[config.mk]
export PLATFORM = sky130hd
export DESIGN_NAME = shreg_fifo_flat
export DESIGN_NICKNAME = d
export VERILOG_FILES = /design/src/rtl/shreg_fifo_if.sv /design/src/rtl/shreg_fifo.sv /design/src/flat_wrapper.sv
export SDC_FILE = /design/constraint.sdc
export NUM_CORES = 1
export LEC_CHECK = 0
export BUFFER_PORTS_ARGS = -buffer_cell sky130_fd_sc_hd__buf_2
export CAP_MARGIN = 20
export CORE_MARGIN = 8
export CORE_UTILIZATION = 60
export DETAILED_ROUTE_END_ITERATION = 16
export PLACE_DENSITY = 0.74
export SYNTH_ARGS = -nofsm -noshare
export SYNTH_HDL_FRONTEND = slang
export SYNTH_SLANG_ARGS = --single-unit
[constraint.sdc]
create_clock -name CLK -period 18.5 [get_ports CLK]
set_clock_uncertainty 0.15 [all_clocks]
set_input_delay 5.55 -clock CLK [delete_from_list [all_inputs] [get_ports CLK]]
set_output_delay 5.55 -clock CLK [all_outputs]
set_load 0.05 [all_outputs]
[src/rtl/shreg_fifo_if.sv]
// Write/read handshake bundle for shreg_fifo.
// master = producer/consumer side, slave = the FIFO itself.
interface shreg_fifo_if #(
   parameter int unsigned WIDTH = 32
);
   logic [WIDTH-1:0] din;
   logic             wr_en;
   logic             full;
   logic [WIDTH-1:0] dout;
   logic             empty;
   logic             rd_en;

   modport master (
      output din,
      output wr_en,
      input  full,
      input  dout,
      input  empty,
      output rd_en
   );

   modport slave (
      input  din,
      input  wr_en,
      output full,
      output dout,
      output empty,
      input  rd_en
   );
endinterface

[src/rtl/shreg_fifo.sv]
// SRL16E-style first-word-fall-through FIFO with a registered output stage.
// Optional sticky overflow/underflow flag `err` when SHREG_FIFO_ERR_EN is defined.
module shreg_fifo #(
   parameter int unsigned    WIDTH = 32,
   parameter int unsigned    DEPTH = 16,
   parameter logic [WIDTH-1:0] INIT = '0
) (
   input  logic        CLK,
   input  logic        rst_n,
   shreg_fifo_if.slave fifo_io
`ifdef SHREG_FIFO_ERR_EN
   ,
   output logic        err
`endif
);

   localparam int unsigned SrlLen = 16;

   logic [WIDTH-1:0] srl_q [SrlLen];
   logic [4:0]       cnt_q, cnt_d;
   logic [4:0]       cnt_m1;
   logic [3:0]       tap_addr;
   logic [WIDTH-1:0] tap;
   logic [WIDTH-1:0] dout_q, dout_d;
   logic             out_valid_q, out_valid_d;
   logic             full;
   logic             wr_acc;
   logic             rd_acc;
   logic             load;

   assign full     = (cnt_q == 5'(DEPTH));
   assign wr_acc   = fifo_io.wr_en & ~full;
   assign rd_acc   = fifo_io.rd_en & out_valid_q;
   assign load     = (~out_valid_q | rd_acc) & (cnt_q != 5'd0);
   assign cnt_m1   = cnt_q - 5'd1;
   assign tap_addr = cnt_m1[3:0];
   assign tap      = srl_q[tap_addr];

   // Shift array carries no reset, like the SRL16E primitive it models.
   always_ff @(posedge CLK) begin
      if (wr_acc) begin
         srl_q[0] <= fifo_io.din;
         for (int i = 1; i < SrlLen; i++) begin
            srl_q[i] <= srl_q[i-1];
         end
      end
   end

   always_comb begin
      cnt_d       = cnt_q;
      dout_d      = dout_q;
      out_valid_d = out_valid_q;
      unique case ({wr_acc, load})
         2'b10:   cnt_d = cnt_q + 5'd1;
         2'b01:   cnt_d = cnt_q - 5'd1;
         default: cnt_d = cnt_q;
      endcase
      if (load) begin
         dout_d      = tap;
         out_valid_d = 1'b1;
      end else if (rd_acc) begin
         out_valid_d = 1'b0;
      end
   end

   always_ff @(posedge CLK or negedge rst_n) begin
      if (!rst_n) begin
         cnt_q       <= 5'd0;
         dout_q      <= INIT;
         out_valid_q <= 1'b0;
      end else begin
         cnt_q       <= cnt_d;
         dout_q      <= dout_d;
         out_valid_q <= out_valid_d;
      end
   end

   assign fifo_io.full  = full;
   assign fifo_io.dout  = dout_q;
   assign fifo_io.empty = ~out_valid_q;

`ifdef SHREG_FIFO_ERR_EN
   logic err_q, err_d;

   always_comb begin
      err_d = err_q | (fifo_io.wr_en & full) | (fifo_io.rd_en & ~out_valid_q);
   end

   always_ff @(posedge CLK or negedge rst_n) begin
      if (!rst_n) begin
         err_q <= 1'b0;
      end else begin
         err_q <= err_d;
      end
   end

   assign err = err_q;
`endif

endmodule
[src/flat_wrapper.sv]
// flat-port wrapper written by rule: the top's interface ports become plain ports
module shreg_fifo_flat 
#(
   parameter int unsigned    WIDTH = 32,
   parameter int unsigned    DEPTH = 16,
   parameter logic [WIDTH-1:0] INIT = '0
)
  (CLK, rst_n, fifo_io_din, fifo_io_wr_en, fifo_io_full, fifo_io_dout, fifo_io_empty, fifo_io_rd_en);
  shreg_fifo_if #(.WIDTH(WIDTH)) fifo_io_i ();
  input  logic CLK;
  input  logic rst_n;
  input wire logic [$bits(fifo_io_i.din)-1:0] fifo_io_din;
  input wire logic [$bits(fifo_io_i.wr_en)-1:0] fifo_io_wr_en;
  output wire logic [$bits(fifo_io_i.full)-1:0] fifo_io_full;
  output wire logic [$bits(fifo_io_i.dout)-1:0] fifo_io_dout;
  output wire logic [$bits(fifo_io_i.empty)-1:0] fifo_io_empty;
  input wire logic [$bits(fifo_io_i.rd_en)-1:0] fifo_io_rd_en;
  assign fifo_io_i.din = fifo_io_din;
  assign fifo_io_i.wr_en = fifo_io_wr_en;
  assign fifo_io_full = fifo_io_i.full;
  assign fifo_io_dout = fifo_io_i.dout;
  assign fifo_io_empty = fifo_io_i.empty;
  assign fifo_io_i.rd_en = fifo_io_rd_en;
  shreg_fifo #(.WIDTH(WIDTH), .DEPTH(DEPTH), .INIT(INIT)) u_core (.CLK(CLK), .rst_n(rst_n), .fifo_io(fifo_io_i));
endmodule
Yosys cells after proc, flatten, opt, wreduce, memory -nomap -nowiden
Memories as Yosys holds them, arrays and structs flattened. A register that Yosys moved wholly into a read port is not among the register bits.
Cells that the tools add are included.
- reductions and logical operators: 4
- mux-type cells: 5
- add/sub/neg operators: 2
- equal/unequal tests: 3
- bitwise operators: 6
- operators with widths (kind ; count):
    5-bit one-hot mux with 2 select lines ; 1
    5-bit by 1-bit adder with 5-bit output, second input constant ; 1
    5-bit equality test, second input constant ; 1
    5-bit nonzero test ; 1
    5-bit by 1-bit subtractor with 5-bit output, second input constant ; 1
    1-bit 2-to-1 mux ; 4
    2-bit nonzero test ; 2
    1-bit AND ; 3
    2-bit by 1-bit equality test with 1-bit output, second input constant ; 1
    2-bit equality test, second input constant ; 1
    1-bit NOT ; 2
    1-bit zero test ; 1
    1-bit bitwise OR ; 1
- bits in writable memories: 512
- flip-flop bits (word level): 6
- output and inout bits: 34
- memories: 1
- memory list (memory ; words ; bits a word ; rd ports ; clocked after memory_dff ; wr ports ; RTL line ; text):
    u_core.srl_q ; 16 ; 32 ; 16 ; 1 ; 16 ; shreg_fifo.sv:19 ; logic [WIDTH-1:0] srl_q [SrlLen];

Logic depth before layout (Yosys ltp)
- word-level depth: 5
- gate-level depth with buffers: 13
- depth with buffers taken out: 9

Least setup slack after synthesis
OpenSTA, ideal clock, no wires.
- path type: input-to-reg
- start point: input port fifo_io_wr_en
- end point: memory u_core.srl_q[0][0] (enable)
- buffers on the path: 0
- setup time: 0.860 ns
- path slack: 2.006 ns
- arrival time: 15.484 ns
- stages: 2
- cell sequence: nand2_1 -> inv_1
- RTL lines (item ; RTL line ; text):
    start: declaration ; flat_wrapper.sv:13 ; input wire logic [$bits(fifo_io_i.wr_en)-1:0] fifo_io_wr_en;
    end: declaration ; shreg_fifo.sv:19 ;

==> results.md <==
* Core area at 34400 um2
* Total I/O pin count at 70
* Clk root buf: clkbuf_16
* Syn_area_per_cell at 21.0 um2
* Vias per cell at 6.10
* Row count at 68
* GRT Resource Usage Total at roughly 18%
* Synth Cell Area at 20900 um2
* Tmin final at 8270 ps
* Max-cap violations at 0
* Worst-Margin Slew at 1200 ps
* Synth area leader: edfxtp_1
* Worst setup EP type: flip-flop
* CP arrival at slightly above 8000 ps
* CP max FO at 149
* Initial Utilization at 60.7%
* Net count, final at 1120
* Post-DP HPWL at 20.4 mm
* Pre-CTS setup slack at 9610 ps
* Slew Limit Fails at 0
* # clock sinks at 550
* Compound-cell area share of the yosys netlist at 3.11%
* Synthesized netlist net count at 1032
* Main combinational cell family by area after synthesis: multiplexers
* Synth cell types at 29
* DIE AREA at 41000 um2
* Main area contributors after synthesis: edfxtp_1, mux4_2, dfrtp_1, nand2_1, a21oi_1
* Slew HR at 19.8%
* Synth Area in Adders at 0.180%
* Fin crit share at 44.7%
* FMAX at 0.121 GHz
* CP required at 18540 ps
* CTS resizes at 0
* First-pass GRT wire length at 58.0 mm
* 1st-pass router iterations at 5
* Starting DRT DRC Count at 985
* Startpoint Class: primary input
* Fin area at 23400 um2
* Routability cong. at roughly 0.74
* Area post-placement at approximately 22000 um2
* Diodes inserted at 0
* Proportion of synthesized area in mux cells at between 10% and 20%
* Total Wirelength at roughly 36 mm
* Min-delay worst type: flip-flop to flip-flop
* PD cells at 183 nW/um2
* CP endpoint: u_core.srl_q[5][24]$_DFFE_PP_
* Largest net degree at the start of global routing at 220
* Cells after Synth at just under 1k
* Remaining global-route overflow at 0
* Leak at 8.24 nW
* Synthesis-stage register bit count at 550
* Setup violators final at 0
* Vias in the first global route at 9877
* Die H at between 200 and 250 um
* Worst r2r src: u_core.cnt_q[1]$_DFFE_PN0P_
* Warning count from the yosys run at 0
* Worst r2r dst: u_core.srl_q[5][24]$_DFFE_PP_
* H-Tree Depth at 2
* Critical path type: primary input to flip-flop
* # Post-CTS Setup Buffers at 0
* Reg2Reg Setup Slack at 14130 ps
* Chip width at 203 um
* Setup TNS at 0 ps
* Post-synth top area share at 73.6%
* Outcome: finished, final reports clean
* R2R cell count at 8
* Worst setup margin at 10230 ps
* DRC viols at 0
* CTS clock-pin slew for the worst setup and hold paths at 60 ps
* End-of-flow core utilization at 68.1%
* Clock buffer depth at 3
* Share of cells above drive strength 1 at 26.3%
* CTS tree: yes
* Post-Synth Simple-Gate Area at around 2.8%
* Total power at 4.28 mW
* Worst vdd ir at 112 uV
* Endpoints failing hold at 0
* Post-Synth XOR/XNOR Area at less than 1%
* Critical Path Source: fifo_io_wr_en
* Fillcell total at 2169
* Routed length per instance at 23.0 um
* RSZ-0062 raised after global routing: false
* Layout area overhead at 12.1%
* PortBufs at 69
* Vias post-DR at 9618
* Hold_buf cts at 0
* Post-route antenna net violation count at 0
* Num CTS Buffers at 53
* Hold path startpoint: u_core.srl_q[14][18]$_DFFE_PP_
* Clock insertion delay at the later pin of the skew report at 570 ps
* Initial antenna violation count at 0
* Register area share after synthesis at 78.2%
-- power by group --
part | switching, mW | total (mW) | internal [mW]
registers | 0.130 | 1.81 | 1.68
logic | 0.840 | 1.43 | 0.589
clock network | 0.433 | 1.04 | 0.606
-- area by class of cell --
| class | instances | area, um2 | area share [%] |
|---|---|---|---|
| flip-flops and latches | 550 | 16300 | 69.8 |
| clock inverters | 20 | 183 | 0.781 |
| inverters | 7 | 33.8 | 0.144 |
| well taps | 455 | 569 | 2.43 |
| repair buffers | 84 | 510 | 2.18 |
| clock buffers | 77 | 1510 | 6.44 |
| multi-input cells | 385 | 4260 | 18.2 |
-- registers in the layout, indices dropped and copies added, names as in the netlist --
| signal | count |
|---|---|
| u_core.srl_q | 512 |
| u_core.fifo_io.dout | 32 |
| u_core.out_valid_q | 1 |
| u_core.cnt_q | 5 |
-- through the flow --
stage | cells | hold slack [ps]
6_report | 1578 | 292
2_1_floorplan | 993 | 271
3_5_place_dp | 1479 | 278
5_1_grt | 1578 | 296
3_3_place_gp | 1478 | 273
4_1_cts | 1576 | 292
-- worst max-delay path, cell delays in order --
cell and delay (ps):
buf_2 80, nand2_1 140, inv_8 730, buf_4 800, buf_4 880
-- cells in the mapped netlist --
cell type  number
a2111o_2        1
a211o_1        32
a21oi_1        66
buf_1           6
buf_2          14
buf_4           1
buf_6          12
clkbuf_1       18
dfrtp_1        38
edfxtp_1      512
ha_1            3
inv_1           7
mux2i_1         1
mux4_2        128
nand2_1       134
nand2b_1        1
nand3_1         1
nand4b_1        2
nor2_1          1
nor2b_1         1
nor3_1          1
nor3b_1         1
nor4_2          1
o211ai_2        1
o21ai_0         1
o31a_1          1
or4b_4          1
xnor2_1         4
xor2_1          3
-- layer usage --
layer	part of all wire, %	vias to the layer above	track usage, %
met2	47	304	26.2
met3	5.9	40	2.98
li1	-	4217	-
met5	0	-	0
met4	1.6	0	4.51
met1	46	5057	27.8
-- how the worst min path moves through the flow --
stage                                     end  slack (ps)  depth (start not counted)
2_1_floorplan   u_core.srl_q[10][0]$_DFFE_PP_         270                          0
3_3_place_gp   u_core.srl_q[10][26]$_DFFE_PP_         270                          0
3_5_place_dp    u_core.srl_q[2][25]$_DFFE_PP_         280                          0
4_1_cts         u_core.srl_q[5][12]$_DFFE_PP_         290                          0
5_1_grt         u_core.srl_q[6][25]$_DFFE_PP_         300                          0
6_report       u_core.srl_q[15][18]$_DFFE_PP_         290                          0
-- layout by cell type, fill, tap and decap left out, types with 2 or more instances in the layout --
cell type	synthesis	routed
clkinv_2	0	7
xnor2_1	4	3
bufinv_16	0	3
inv_1	7	6
edfxtp_1	512	512
buf_2	14	69
nand2_1	134	134
buf_4	1	11
clkinv_1	0	7
a211o_1	32	32
a21oi_1	66	66
clkbuf_16	0	54
clkbuf_8	0	7
dfrtp_1	38	37
xor2_1	3	2
nand4b_1	2	2
buf_12	0	2
clkbuf_1	18	16
clkinvlp_4	0	2
ha_1	3	2
mux4_2	128	128
-- cells by family after synthesis --
family / count (synthesis)
mux: 129
flops: 550
simple gates: 144
xor+xnor: 7
fa+ha+maj: 3
compound gates: 102
buf+inv: 58
Note: power is estimated with default switching activity, not from simulation.
